### src/rtl/present_pkg.sv
// Shared PRESENT definitions: FSM states, key-schedule constants and the
// 4-bit S-box / 64-bit bit-permutation helpers used by the core and key step.
package present_pkg;

    localparam int ROUND_CTR_W  = 5;
    localparam int CTR_LSB_80   = 15;
    localparam int CTR_LSB_128  = 62;

    typedef enum logic [2:0] {
        IDLE,
        KEYEXP,
        WHITEN,
        RUN,
        DONE
    } present_state_t;

    function automatic logic [3:0] sbox4(input logic [3:0] x);
        logic [3:0] y;
        case (x)
            4'h0:    y = 4'hC;
            4'h1:    y = 4'h5;
            4'h2:    y = 4'h6;
            4'h3:    y = 4'hB;
            4'h4:    y = 4'h9;
            4'h5:    y = 4'h0;
            4'h6:    y = 4'hA;
            4'h7:    y = 4'hD;
            4'h8:    y = 4'h3;
            4'h9:    y = 4'hE;
            4'hA:    y = 4'hF;
            4'hB:    y = 4'h8;
            4'hC:    y = 4'h4;
            4'hD:    y = 4'h7;
            4'hE:    y = 4'h1;
            default: y = 4'h2;
        endcase
        return y;
    endfunction

    function automatic logic [3:0] inv_sbox4(input logic [3:0] x);
        logic [3:0] y;
        case (x)
            4'h0:    y = 4'h5;
            4'h1:    y = 4'hE;
            4'h2:    y = 4'hF;
            4'h3:    y = 4'h8;
            4'h4:    y = 4'hC;
            4'h5:    y = 4'h1;
            4'h6:    y = 4'h2;
            4'h7:    y = 4'hD;
            4'h8:    y = 4'hB;
            4'h9:    y = 4'h4;
            4'hA:    y = 4'h6;
            4'hB:    y = 4'h3;
            4'hC:    y = 4'h0;
            4'hD:    y = 4'h7;
            4'hE:    y = 4'h9;
            default: y = 4'hA;
        endcase
        return y;
    endfunction

    function automatic logic [63:0] sbox_layer64(input logic [63:0] x);
        logic [63:0] y;
        y = '0;
        for (int n = 0; n < 16; n++) begin
            y[4*n +: 4] = sbox4(x[4*n +: 4]);
        end
        return y;
    endfunction

    function automatic logic [63:0] inv_sbox_layer64(input logic [63:0] x);
        logic [63:0] y;
        y = '0;
        for (int n = 0; n < 16; n++) begin
            y[4*n +: 4] = inv_sbox4(x[4*n +: 4]);
        end
        return y;
    endfunction

    // Bit i moves to 16*i mod 63; bit 63 is a fixed point.
    function automatic logic [63:0] player64(input logic [63:0] x);
        logic [63:0] y;
        y     = '0;
        y[63] = x[63];
        for (int i = 0; i < 63; i++) begin
            y[(i * 16) % 63] = x[i];
        end
        return y;
    endfunction

    function automatic logic [63:0] inv_player64(input logic [63:0] x);
        logic [63:0] y;
        y     = '0;
        y[63] = x[63];
        for (int i = 0; i < 63; i++) begin
            y[i] = x[(i * 16) % 63];
        end
        return y;
    endfunction

endpackage

### src/rtl/present_cipher_core_if.sv
// Request/response bundle between the bus-side request buffer (master)
// and the PRESENT core (slave).
interface present_cipher_core_if #(
    parameter int KEY_WIDTH = 80
);
    logic                 in_valid;
    logic                 in_ready;
    logic                 in_mode;
    logic [63:0]          in_block;
    logic [KEY_WIDTH-1:0] in_key;
    logic                 out_valid;
    logic                 out_ready;
    logic [63:0]          out_block;
    logic                 busy;

    modport master (
        output in_valid, in_mode, in_block, in_key, out_ready,
        input  in_ready, out_valid, out_block, busy
    );

    modport slave (
        input  in_valid, in_mode, in_block, in_key, out_ready,
        output in_ready, out_valid, out_block, busy
    );

endinterface

### src/rtl/present_key_step.sv
// One PRESENT key-register step: forward (rotate, S-box, counter XOR) or
// its exact inverse (counter XOR, inverse S-box, rotate back).
module present_key_step
    import present_pkg::*;
#(
    parameter int KEY_WIDTH = 80
) (
    input  logic [KEY_WIDTH-1:0]   key_i,
    input  logic [ROUND_CTR_W-1:0] ctr_i,
    input  logic                   dir_i,
    output logic [KEY_WIDTH-1:0]   next_key_o
);

    localparam int CTR_LSB = (KEY_WIDTH == 128) ? CTR_LSB_128 : CTR_LSB_80;

    logic [KEY_WIDTH-1:0] rotKey;
    logic [KEY_WIDTH-1:0] fwdKey;
    logic [KEY_WIDTH-1:0] unKey;
    logic [KEY_WIDTH-1:0] invKey;

    always_comb begin
        rotKey = {key_i[KEY_WIDTH-62:0], key_i[KEY_WIDTH-1:KEY_WIDTH-61]};
        fwdKey = rotKey;
        fwdKey[KEY_WIDTH-1 -: 4] = sbox4(rotKey[KEY_WIDTH-1 -: 4]);
        if (KEY_WIDTH == 128) begin
            fwdKey[KEY_WIDTH-5 -: 4] = sbox4(rotKey[KEY_WIDTH-5 -: 4]);
        end
        fwdKey[CTR_LSB +: ROUND_CTR_W] = fwdKey[CTR_LSB +: ROUND_CTR_W] ^ ctr_i;

        // The counter field never overlaps the S-boxed nibbles, so undoing
        // the XOR first is equivalent to undoing it last.
        unKey = key_i;
        unKey[CTR_LSB +: ROUND_CTR_W] = key_i[CTR_LSB +: ROUND_CTR_W] ^ ctr_i;
        unKey[KEY_WIDTH-1 -: 4] = inv_sbox4(key_i[KEY_WIDTH-1 -: 4]);
        if (KEY_WIDTH == 128) begin
            unKey[KEY_WIDTH-5 -: 4] = inv_sbox4(key_i[KEY_WIDTH-5 -: 4]);
        end
        invKey = {unKey[60:0], unKey[KEY_WIDTH-1:61]};

        next_key_o = dir_i ? invKey : fwdKey;
    end

endmodule

### src/rtl/present_cipher_core.sv
// Iterative PRESENT-80/128 engine, one round per clock, with run-time
// decrypt mode that rewinds the key schedule on the fly.
module present_cipher_core
    import present_pkg::*;
#(
    parameter int KEY_WIDTH  = 80,
    parameter int NUM_ROUNDS = 31
) (
    input  logic                 clk,
    input  logic                 rst,
    present_cipher_core_if.slave bus
);

    if (KEY_WIDTH != 80 && KEY_WIDTH != 128) begin : g_bad_key_width
        $error("present_cipher_core: KEY_WIDTH must be 80 or 128");
    end
    if (NUM_ROUNDS < 1 || NUM_ROUNDS > 31) begin : g_bad_num_rounds
        $error("present_cipher_core: NUM_ROUNDS must be in 1..31");
    end

    localparam logic [ROUND_CTR_W-1:0] LAST_CTR = ROUND_CTR_W'(NUM_ROUNDS);
    localparam logic [ROUND_CTR_W-1:0] FIRST_CTR = ROUND_CTR_W'(1);

    present_state_t         state_q, state_d;
    logic                   mode_q, mode_d;
    logic [ROUND_CTR_W-1:0] ctr_q, ctr_d;
    logic [KEY_WIDTH-1:0]   key_q, key_d;
    logic [63:0]            data_q, data_d;

    logic [KEY_WIDTH-1:0]   stepKey;
    logic                   stepInv;

    assign stepInv = (state_q == RUN) && mode_q;

    present_key_step #(
        .KEY_WIDTH (KEY_WIDTH)
    ) u_key_step (
        .key_i      (key_q),
        .ctr_i      (ctr_q),
        .dir_i      (stepInv),
        .next_key_o (stepKey)
    );

    always_ff @(posedge clk) begin
        if (rst) begin
            state_q <= IDLE;
            mode_q  <= 1'b0;
            ctr_q   <= '0;
            key_q   <= '0;
            data_q  <= '0;
        end else begin
            state_q <= state_d;
            mode_q  <= mode_d;
            ctr_q   <= ctr_d;
            key_q   <= key_d;
            data_q  <= data_d;
        end
    end

    always_comb begin
        state_d = state_q;
        mode_d  = mode_q;
        ctr_d   = ctr_q;
        key_d   = key_q;
        data_d  = data_q;

        case (state_q)
            IDLE: begin
                if (bus.in_valid) begin
                    mode_d = bus.in_mode;
                    key_d  = bus.in_key;
                    ctr_d  = FIRST_CTR;
                    if (bus.in_mode) begin
                        data_d  = bus.in_block;
                        state_d = KEYEXP;
                    end else begin
                        data_d  = bus.in_block ^ bus.in_key[KEY_WIDTH-1 -: 64];
                        state_d = RUN;
                    end
                end
            end

            // Walk the schedule forward to the last round key so decryption
            // can rewind it one step per round.
            KEYEXP: begin
                key_d = stepKey;
                if (ctr_q == LAST_CTR) begin
                    state_d = WHITEN;
                end else begin
                    ctr_d = ctr_q + FIRST_CTR;
                end
            end

            WHITEN: begin
                data_d  = data_q ^ key_q[KEY_WIDTH-1 -: 64];
                state_d = RUN;
            end

            RUN: begin
                key_d = stepKey;
                if (!mode_q) begin
                    data_d = player64(sbox_layer64(data_q)) ^ stepKey[KEY_WIDTH-1 -: 64];
                    if (ctr_q == LAST_CTR) begin
                        state_d = DONE;
                    end else begin
                        ctr_d = ctr_q + FIRST_CTR;
                    end
                end else begin
                    data_d = inv_sbox_layer64(inv_player64(data_q)) ^ stepKey[KEY_WIDTH-1 -: 64];
                    if (ctr_q == FIRST_CTR) begin
                        state_d = DONE;
                    end else begin
                        ctr_d = ctr_q - FIRST_CTR;
                    end
                end
            end

            DONE: begin
                if (bus.out_ready) begin
                    state_d = IDLE;
                end
            end

            default: begin
                state_d = IDLE;
            end
        endcase
    end

    assign bus.in_ready  = (state_q == IDLE);
    assign bus.out_valid = (state_q == DONE);
    assign bus.out_block = (state_q == DONE) ? data_q : 64'd0;
    assign bus.busy      = (state_q != IDLE);

endmodule

### src/flat_wrapper.sv
// flat-port wrapper written by rule: the top's interface ports become plain ports
module present_cipher_core_flat import present_pkg::*;
#(
    parameter int KEY_WIDTH  = 80,
    parameter int NUM_ROUNDS = 31
)
  (clk, rst, bus_in_valid, bus_in_mode, bus_in_block, bus_in_key, bus_out_ready, bus_in_ready, bus_out_valid, bus_out_block, bus_busy);
  present_cipher_core_if #(.KEY_WIDTH(KEY_WIDTH)) bus_i ();
  input  logic clk;
  input  logic rst;
  input wire logic [$bits(bus_i.in_valid)-1:0] bus_in_valid;
  input wire logic [$bits(bus_i.in_mode)-1:0] bus_in_mode;
  input wire logic [$bits(bus_i.in_block)-1:0] bus_in_block;
  input wire logic [$bits(bus_i.in_key)-1:0] bus_in_key;
  input wire logic [$bits(bus_i.out_ready)-1:0] bus_out_ready;
  output wire logic [$bits(bus_i.in_ready)-1:0] bus_in_ready;
  output wire logic [$bits(bus_i.out_valid)-1:0] bus_out_valid;
  output wire logic [$bits(bus_i.out_block)-1:0] bus_out_block;
  output wire logic [$bits(bus_i.busy)-1:0] bus_busy;
  assign bus_i.in_valid = bus_in_valid;
  assign bus_i.in_mode = bus_in_mode;
  assign bus_i.in_block = bus_in_block;
  assign bus_i.in_key = bus_in_key;
  assign bus_i.out_ready = bus_out_ready;
  assign bus_in_ready = bus_i.in_ready;
  assign bus_out_valid = bus_i.out_valid;
  assign bus_out_block = bus_i.out_block;
  assign bus_busy = bus_i.busy;
  present_cipher_core #(.KEY_WIDTH(KEY_WIDTH), .NUM_ROUNDS(NUM_ROUNDS)) u_core (.clk(clk), .rst(rst), .bus(bus_i));
endmodule
### config.mk
export PLATFORM = sky130hd
export DESIGN_NAME = present_cipher_core_flat
export DESIGN_NICKNAME = d
export VERILOG_FILES = /design/src/rtl/present_pkg.sv /design/src/rtl/present_cipher_core_if.sv /design/src/rtl/present_key_step.sv /design/src/rtl/present_cipher_core.sv /design/src/flat_wrapper.sv
export SDC_FILE = /design/constraint.sdc
export NUM_CORES = 1
export LEC_CHECK = 0
export CAP_MARGIN = 40
export CORE_UTILIZATION = 55
export CTS_CLUSTER_DIAMETER = 30
export DETAILED_ROUTE_END_ITERATION = 8
export PLACE_DENSITY = 0.77
export SYNTH_ARGS = -nofsm -noshare
export SYNTH_HDL_FRONTEND = slang
export SYNTH_SLANG_ARGS = --single-unit
### constraint.sdc
create_clock -name clk -period 4.7 [get_ports clk]
set_input_delay 0.705 -clock clk [delete_from_list [all_inputs] [get_ports clk]]
set_output_delay 0.705 -clock clk [all_outputs]
set_load 0.005 [all_outputs]
-- Word-level counts from Yosys, hierarchy flattened
Memory sizes are Yosys's and may differ from the RTL's. A register that Yosys moved wholly into a read port is not among the register bits.
Cells that the tools add are included.
- reduce and logical (&&, ||, !) cells: 12
- bitwise gates (word level): 6
- muxes and demuxes: 153
- add/sub/neg operators: 2
- equality and inequality tests: 12
- operators with widths (cell ; number):
    $mux W4 ; 132
    $mux W64 ; 4
    $xor A64 B64 Y64 ; 4
    $pmux W64 S3 ; 1
    $mux W80 ; 2
    $pmux W80 S2 ; 1
    $mux W5 ; 4
    $mux W3 ; 6
    $pmux W3 S5 ; 1
    $pmux W5 S3 ; 1
    $xor A5 B5 Y5 ; 2
    $reduce_bool A3 Y1 ; 3
    $eq A3 B2 Y1 const B ; 2
    $ne A3 B3 Y1 const B ; 2
    $reduce_and A2 Y1 ; 3
    $add A5 B1 Y5 const B ; 1
    $eq A5 B1 Y1 const B ; 1
    $eq A5 B5 Y1 const B ; 1
    $reduce_and A5 Y1 ; 1
    $sub A5 B1 Y5 const B ; 1
    $ne A2 B2 Y1 const B ; 2
    $eq A3 B1 Y1 const B ; 1
    $eq A3 B3 Y1 const B ; 1
    $logic_not A3 Y1 ; 1
    other kinds (7) ; 7
- ROM bits: 2176
- memories: 34
- bits in registers: 153
- input bits: 149
- memory list (memory ; depth ; width ; rd ports ; clocked after Yosys merged registers in ; write ports ; RTL line ; text):
    (name not given) ; 16 ; 4 ; 1 ; 1 ; 0 ; present_pkg.sv:19 ; case (x)
    (name not given) ; 16 ; 4 ; 1 ; 1 ; 0 ; present_pkg.sv:19 ;
    (name not given) ; 16 ; 4 ; 1 ; 1 ; 0 ; present_pkg.sv:19 ;
    (name not given) ; 16 ; 4 ; 1 ; 1 ; 0 ; present_pkg.sv:19 ;
    (name not given) ; 16 ; 4 ; 1 ; 1 ; 0 ; present_pkg.sv:19 ;
    (name not given) ; 16 ; 4 ; 1 ; 1 ; 0 ; present_pkg.sv:19 ;
    28 more memories ; - ; - ; - ; - ; - ; - ;

-- Longest topological paths before layout
Gate-level depths: netlist of the first run.
- depth in word-level cells: 8
- depth in mapped cells: 17
- gate-level depth less buffers: 12

-- Hierarchy
Synthesis of the first run repeated with hierarchy kept, for this count alone.
- cell total of the unflattened synthesis: 2522
- area total of the unflattened synthesis: 22014.9 um^2
- by module, submodules not included (module ; area each (um^2) ; times used ; seq. area each (um^2) ; cells an instance):
    present_cipher_core ; 20589.7 ; 1 ; 5625.4 ; 2363
    present_key_step ; 1425.1 ; 1 ; 0.0 ; 159

-- Worst setup path before layout of the first run
No wires, ideal clock.
- path type: input -> register
- start point: input port bus_in_valid
- end point: register (tool-made name)
- setup time: 116 ps
- cell stages on the path: 12
- data arrival time: 3525 ps
- path slack: 1059 ps
- required time: 4584 ps
- cells stage by stage: nor2b_1 o21ba_2 buf_2 buf_2 clkbuf_1 o21ai_0 a211oi_1 inv_1 ha_1 nor4_1 a21oi_1 o211a_1
- RTL lines (element ; RTL line ; text):
    start: declaration ; flat_wrapper.sv:11 ; input wire logic [$bits(bus_i.in_valid)-1:0] bus_in_valid;

==> metrics, run 1 <==
layout cells sized above 1 0.144; io pins 216; Clock Latency Late Sink 0.61 ns; ys flop type dfxtp_1; CTS buffer count 79; CP Data Required Time 5.18 ns; first-pass GRT wire length 138000 um; VDD IR max 0.384 mV; TritonCTS Sinks 289; Worst setup EP type register; Post-synth EDFFs 0; DRT antenna net count 0; Synth cell types 101; die extent in y 203 um; Remaining DRCs 0; CTS tree yes; Port Buf Inserts 215; largest net degree at the start of global routing 109; crit path time final 4.39 ns; Crit Path Class register to register; fin crit share 0.935; ys async rst share 0; Setup WS pre-CTS 0.348 ns; FMAX 228 MHz; CTS Buffer Depth 3; synthesis-to-layout area growth 24.8%; Ant. Diodes 0; final wirelength 96100 um; per-cell routed wire length 28.1 um; root buf cell clkbuf_16; initial antenna violation count 1; Max-slew headroom 0.365; GP Congestion 1.03; FP Rows 73; post-DP HPWL 74300 um; htree depth 3; gate count of the mapped netlist 2601; vias in the first global route 20362; drt pass-1 iters 6; flops & latches, synth 289; Tightest Pin Transition 0.926 ns; Hold Path Class input pin to register; post-cts resize count 0; DR vias 21900; die area 0.0414 mm^2; register area share after synthesis 0.259; Setup Skew 0.0241 ns; commonest non-fill, non-tap cell in the layout dfxtp_1; Post-Route Setup TNS 0 ns; status finished, final reports clean; yosys warns 0; # setup viols final 0; WHS 0.529 ns; most frequent cells in the layout dfxtp_1, nor2_1, mux2i_1, clkdlybuf4s50_1, ha_1; Syn Nets 2931; Via density 6.41; Post-CTS Hold Buffers 0; Leak 11.7 nW; remaining global-route overflow 0; Iteration-0 DRC Markers 3105; crit start category register; Hold Violations, Final 0; post-CTS setup buffers 0; RSZ-0062 raised after global routing no; die width 203 um; Cell Area, Synth 0.0223 mm^2; Synth Area per Inst 8.58 um^2; CORE AREA 0.0398 mm^2; Initial Util 0.560; GRT Util Overall 0.458; crit-path max FO 29; Clock Pin Slew Worst Setup and Hold Paths 0.05 ns; WP data arrival 4.87 ns; fin. max-slew vios 0; fin nets 3154; max_cap viols 0; final worst slack 0.305 ns; power per cell area 578 mW/mm^2
cell usage after synthesis, types with 17 or more instances:
cell / number / area, um^2
or2_2: 17 / 106
xnor2_1: 122 / 1070
a211oi_1: 92 / 691
inv_1: 129 / 484
nand3_1: 26 / 130
mux2_2: 55 / 619
or3_1: 23 / 144
mux2i_1: 250 / 2500
dfxtp_1: 289 / 5790
and2_1: 81 / 507
o211ai_1: 34 / 255
xor2_1: 64 / 561
buf_2: 45 / 225
nor3_1: 19 / 95.1
a21oi_1: 155 / 776
nand2b_1: 49 / 307
nor2_1: 276 / 1040
ha_1: 181 / 2260
nand2_1: 115 / 432
o22ai_1: 31 / 194
nor2b_1: 40 / 250
o21ai_0: 89 / 445
clkbuf_1: 82 / 308
worst paths after layout:
kind	from	endpoint	slack (ns)	cells past startpoint
hold reg to reg	u_core.key_q[0]	u_core.key_q[0]	0.54	2
hold / removal	rst	register	0.53	2
setup reg to reg	u_core.state_q[1]	register	0.31	11
setup / recovery	u_core.state_q[1]	register	0.31	11
logic make-up after synthesis:
| family | Yosys count | share of synthesized area |
|---|---|---|
| AOI/OAI and AO/OA | 591 | 0.185 |
| muxes | 326 | 0.158 |
| buffers and inverters | 312 | 0.0630 |
| xor gates and xnor gates | 186 | 0.0730 |
| adders and majority gates | 181 | 0.102 |
| DFF | 289 | 0.259 |
| and+or+nand+nor | 716 | 0.160 |
through the flow:
step                      cells   util  area, um^2  power [mW]
after floorplan            2601      -       22300        7.77
after global placement     3267  0.629       25100        10.1
after detailed placement   3268  0.630       25100        10.2
after CTS                  3415  0.699       27800        15.8
after global routing       3415  0.699       27800        16.6
final                      3415  0.699       27800        16.1
routing by layer:
metal  global-route usage  wire length (um)
met4                0.233              5260
met5                    0                 0
met2                0.642             38400
met3                0.133             13600
met1                0.632             38900
critical path: stages (launching register included):
cell	delay [ns]
dfxtp_1	0.85
nand4b_4	0.40
buf_12	0.31
mux2i_1	0.36
xor2_1	0.21
a221oi_2	0.14
nor3_2	0.65
inv_1	0.26
ha_1	0.44
inv_1	0.10
a2111oi_0	0.41
a211oi_1	0.10
area by class of cell:
type                    count  area (um^2)
multi-input cells        2000        15200
repair buffers            313         2960
clock buffers              95         2140
clock inverters            52          607
inverters                 141          531
fillers                  3174        12000
well taps                 525          657
flip-flops and latches    289         5790
where the power goes:
group          internal [mW]  switching (mW)  leakage [nW]  total [mW]
combinational           2.47            4.00          7.99        6.47
clock                   3.75            1.79          1.31        5.54
sequential              3.26           0.822          2.40        4.08
total                   9.48            6.62          11.7        16.1
No activity file was read; power rests on OpenSTA's default activity.
==> run 2, diff against run 1 <==
--- a/config.mk
+++ b/config.mk
@@ -6,10 +6,12 @@
 export NUM_CORES = 1
 export LEC_CHECK = 0
 export CAP_MARGIN = 40
-export CORE_UTILIZATION = 55
+export CELL_PAD_IN_SITES_DETAIL_PLACEMENT = 0
+export CELL_PAD_IN_SITES_GLOBAL_PLACEMENT = 1
+export CORE_UTILIZATION = 45
 export CTS_CLUSTER_DIAMETER = 30
 export DETAILED_ROUTE_END_ITERATION = 8
-export PLACE_DENSITY = 0.77
+export PLACE_DENSITY_LB_ADDON = 0.1
 export SYNTH_ARGS = -nofsm -noshare
 export SYNTH_HDL_FRONTEND = slang
 export SYNTH_SLANG_ARGS = --single-unit
==> metrics, run 2 (synthesized netlist as in run 1, its figures left out) <==
status finished, final reports clean (unchanged); fin crit share 0.861 (was 0.935); Tightest Pin Transition 1.09 ns (was 0.926 ns); Combinational Power Share 0.371 (was 0.402); largest net degree at the start of global routing 136 (was 109); Hold Path Class input pin to register (unchanged); TritonCTS Sinks 289 (unchanged); power per cell area 605 mW/mm^2 (was 578 mW/mm^2); first-pass GRT wire length 139000 um (was 138000 um); min-delay src rst (unchanged); placed inst area 0.0253 mm^2 (was 0.0251 mm^2); Remaining DRCs 0 (unchanged); drt pass-1 iters 6 (unchanged); root buf cell clkbuf_16 (unchanged); FP Rows 81 (was 73); Setup Skew 0.0338 ns (was 0.0241 ns); initial antenna violation count 3 (was 1); NetSw 6.68 mW (was 6.62 mW); post-cts resize count 0 (unchanged); fin nets 3166 (was 3154); CTS buffer count 92 (was 79); final wirelength 98900 um (was 96100 um); Port Buf Inserts 215 (unchanged); Post-CTS Hold Buffers 0 (unchanged); crit-path max FO 49 (was 29); Initial Util 0.456 (was 0.560); fill count 4334 (was 3174); Clock Pin Slew Worst Setup and Hold Paths 0.04 ns (was 0.05 ns); synthesis-to-layout area growth 28.8% (was 24.8%); Via density 5.98 (was 6.41); CP Data Required Time 3.99 ns (was 5.18 ns); max_cap viols 0 (unchanged); per-cell routed wire length 27.7 um (was 28.1 um); worst r2r src u_core.state_q[0] (was u_core.state_q[1]); die area 0.0505 mm^2 (was 0.0414 mm^2); Post-Route Setup TNS 0 ns (unchanged); htree depth 3 (unchanged); CP startpoint u_core.state_q[0] (was u_core.state_q[1]); fin. max-slew vios 0 (unchanged); Clock power frac 0.394 (was 0.344); io pins 216 (unchanged); die width 225 um (was 203 um); Multi-input gate area 0.0152 mm^2 (about the same); die extent in y 225 um (was 203 um); WP data arrival 3.34 ns (was 4.87 ns); CTS Buffer Depth 3 (unchanged); DRT antenna net count 0 (unchanged); post-route cell area 0.0287 mm^2 (was 0.0278 mm^2); VDD IR max 0.357 mV (was 0.384 mV); post-CTS setup buffers 0 (unchanged); Max-slew headroom 0.270 (was 0.365); layout cells sized above 1 0.148 (was 0.144); CORE AREA 0.0490 mm^2 (was 0.0398 mm^2); Sequential Power Share 0.235 (was 0.254); Clock Latency Late Sink 0.64 ns (was 0.61 ns); met2 WL 40800 um (was 38400 um); M1 WL 44600 um (was 38900 um); GRT Util Overall 0.383 (was 0.458); post-DP HPWL 77600 um (was 74300 um); FMAX 247 MHz (was 228 MHz); CTS tree yes (unchanged); DR top layer met4 (unchanged); Hold Violations, Final 0 (unchanged); RSZ-0062 raised after global routing no (unchanged); Net Sw Frac 0.384 (was 0.411); crit start category register (unchanged); remaining global-route overflow 0 (unchanged); Worst setup EP type primary output (was register); reg-to-reg slack, setup 0.67 ns (was 0.31 ns); Met3 Wirelength 10300 um (was 13600 um); crit path time final 4.04 ns (was 4.39 ns); vias in the first global route 19453 (was 20362); DR vias 21383 (was 21900); commonest non-fill, non-tap cell in the layout dfxtp_1 (unchanged); Leak 12.1 nW (was 11.7 nW); Iteration-0 DRC Markers 2748 (was 3105); Int Power 10.7 mW (was 9.48 mW); Reg area 0.00579 mm^2 (unchanged); most frequent cells in the layout dfxtp_1, nor2_1, mux2i_1, clkdlybuf4s50_1, ha_1 (unchanged); Crit Path Class register to primary output (was register to register); GP Congestion 0.979 (was 1.03); # setup viols final 0 (unchanged)
## run 2: critical path: stages, from the launching register on
cell,delay (ns)
dfxtp_1,0.42
buf_4,0.30
inv_1,0.09
buf_4,0.36
nand3_1,0.17
inv_2,0.25
buf_12,0.26
and2_1,0.27
clkdlybuf4s50_1,0.55
## run 2: final timing paths
path | to | depth (start not counted)
min | register | 2
min reg2reg | u_core.key_q[45] | 2
max | bus_out_block[48] | 8
max reg2reg | register | 11
## run 2: final cells by class
class / instances / share of cell area
inverter: 141 / 0.0185
clock inverter: 46 / 0.0288
multi-input combinational: 2000 / 0.528
sequential: 289 / 0.202
clock buffer: 123 / 0.0908
timing repair buffer: 312 / 0.104
tap: 664 / 0.0289
antenna: 2 / 0.000174
## run 2: metrics by stage
step	worst slack [ns]	hold WS, ns	instances	utilization	total power [mW]
final	0.655	0.498	3577	0.587	17.4
after global routing	0.499	0.482	3575	0.587	18.0
after CTS	0.734	0.464	3574	0.587	17.2
after detailed placement	0.417	0.503	3405	0.516	10.3
after global placement	0.472	0.503	3400	0.515	10.2
after floorplan	1.06	0.468	2601	-	7.77
## run 2: per-layer routing
layer	track usage	vias to the layer above
li1	-	9653
met2	0.550	1248
met1	0.566	10323
met5	0	-
met4	0.122	0
met3	0.0784	159
## run 2: power by group through the flow
stage / combinational, mW / clock (mW) / sequential [mW]
2_1_floorplan: 4.21 / 0 / 3.56
3_3_place_gp: 6.12 / 0 / 4.09
3_5_place_dp: 6.22 / 0 / 4.09
4_1_cts: 6.27 / 6.86 / 4.05
5_1_grt: 6.86 / 7.01 / 4.09
6_report: 6.45 / 6.84 / 4.08
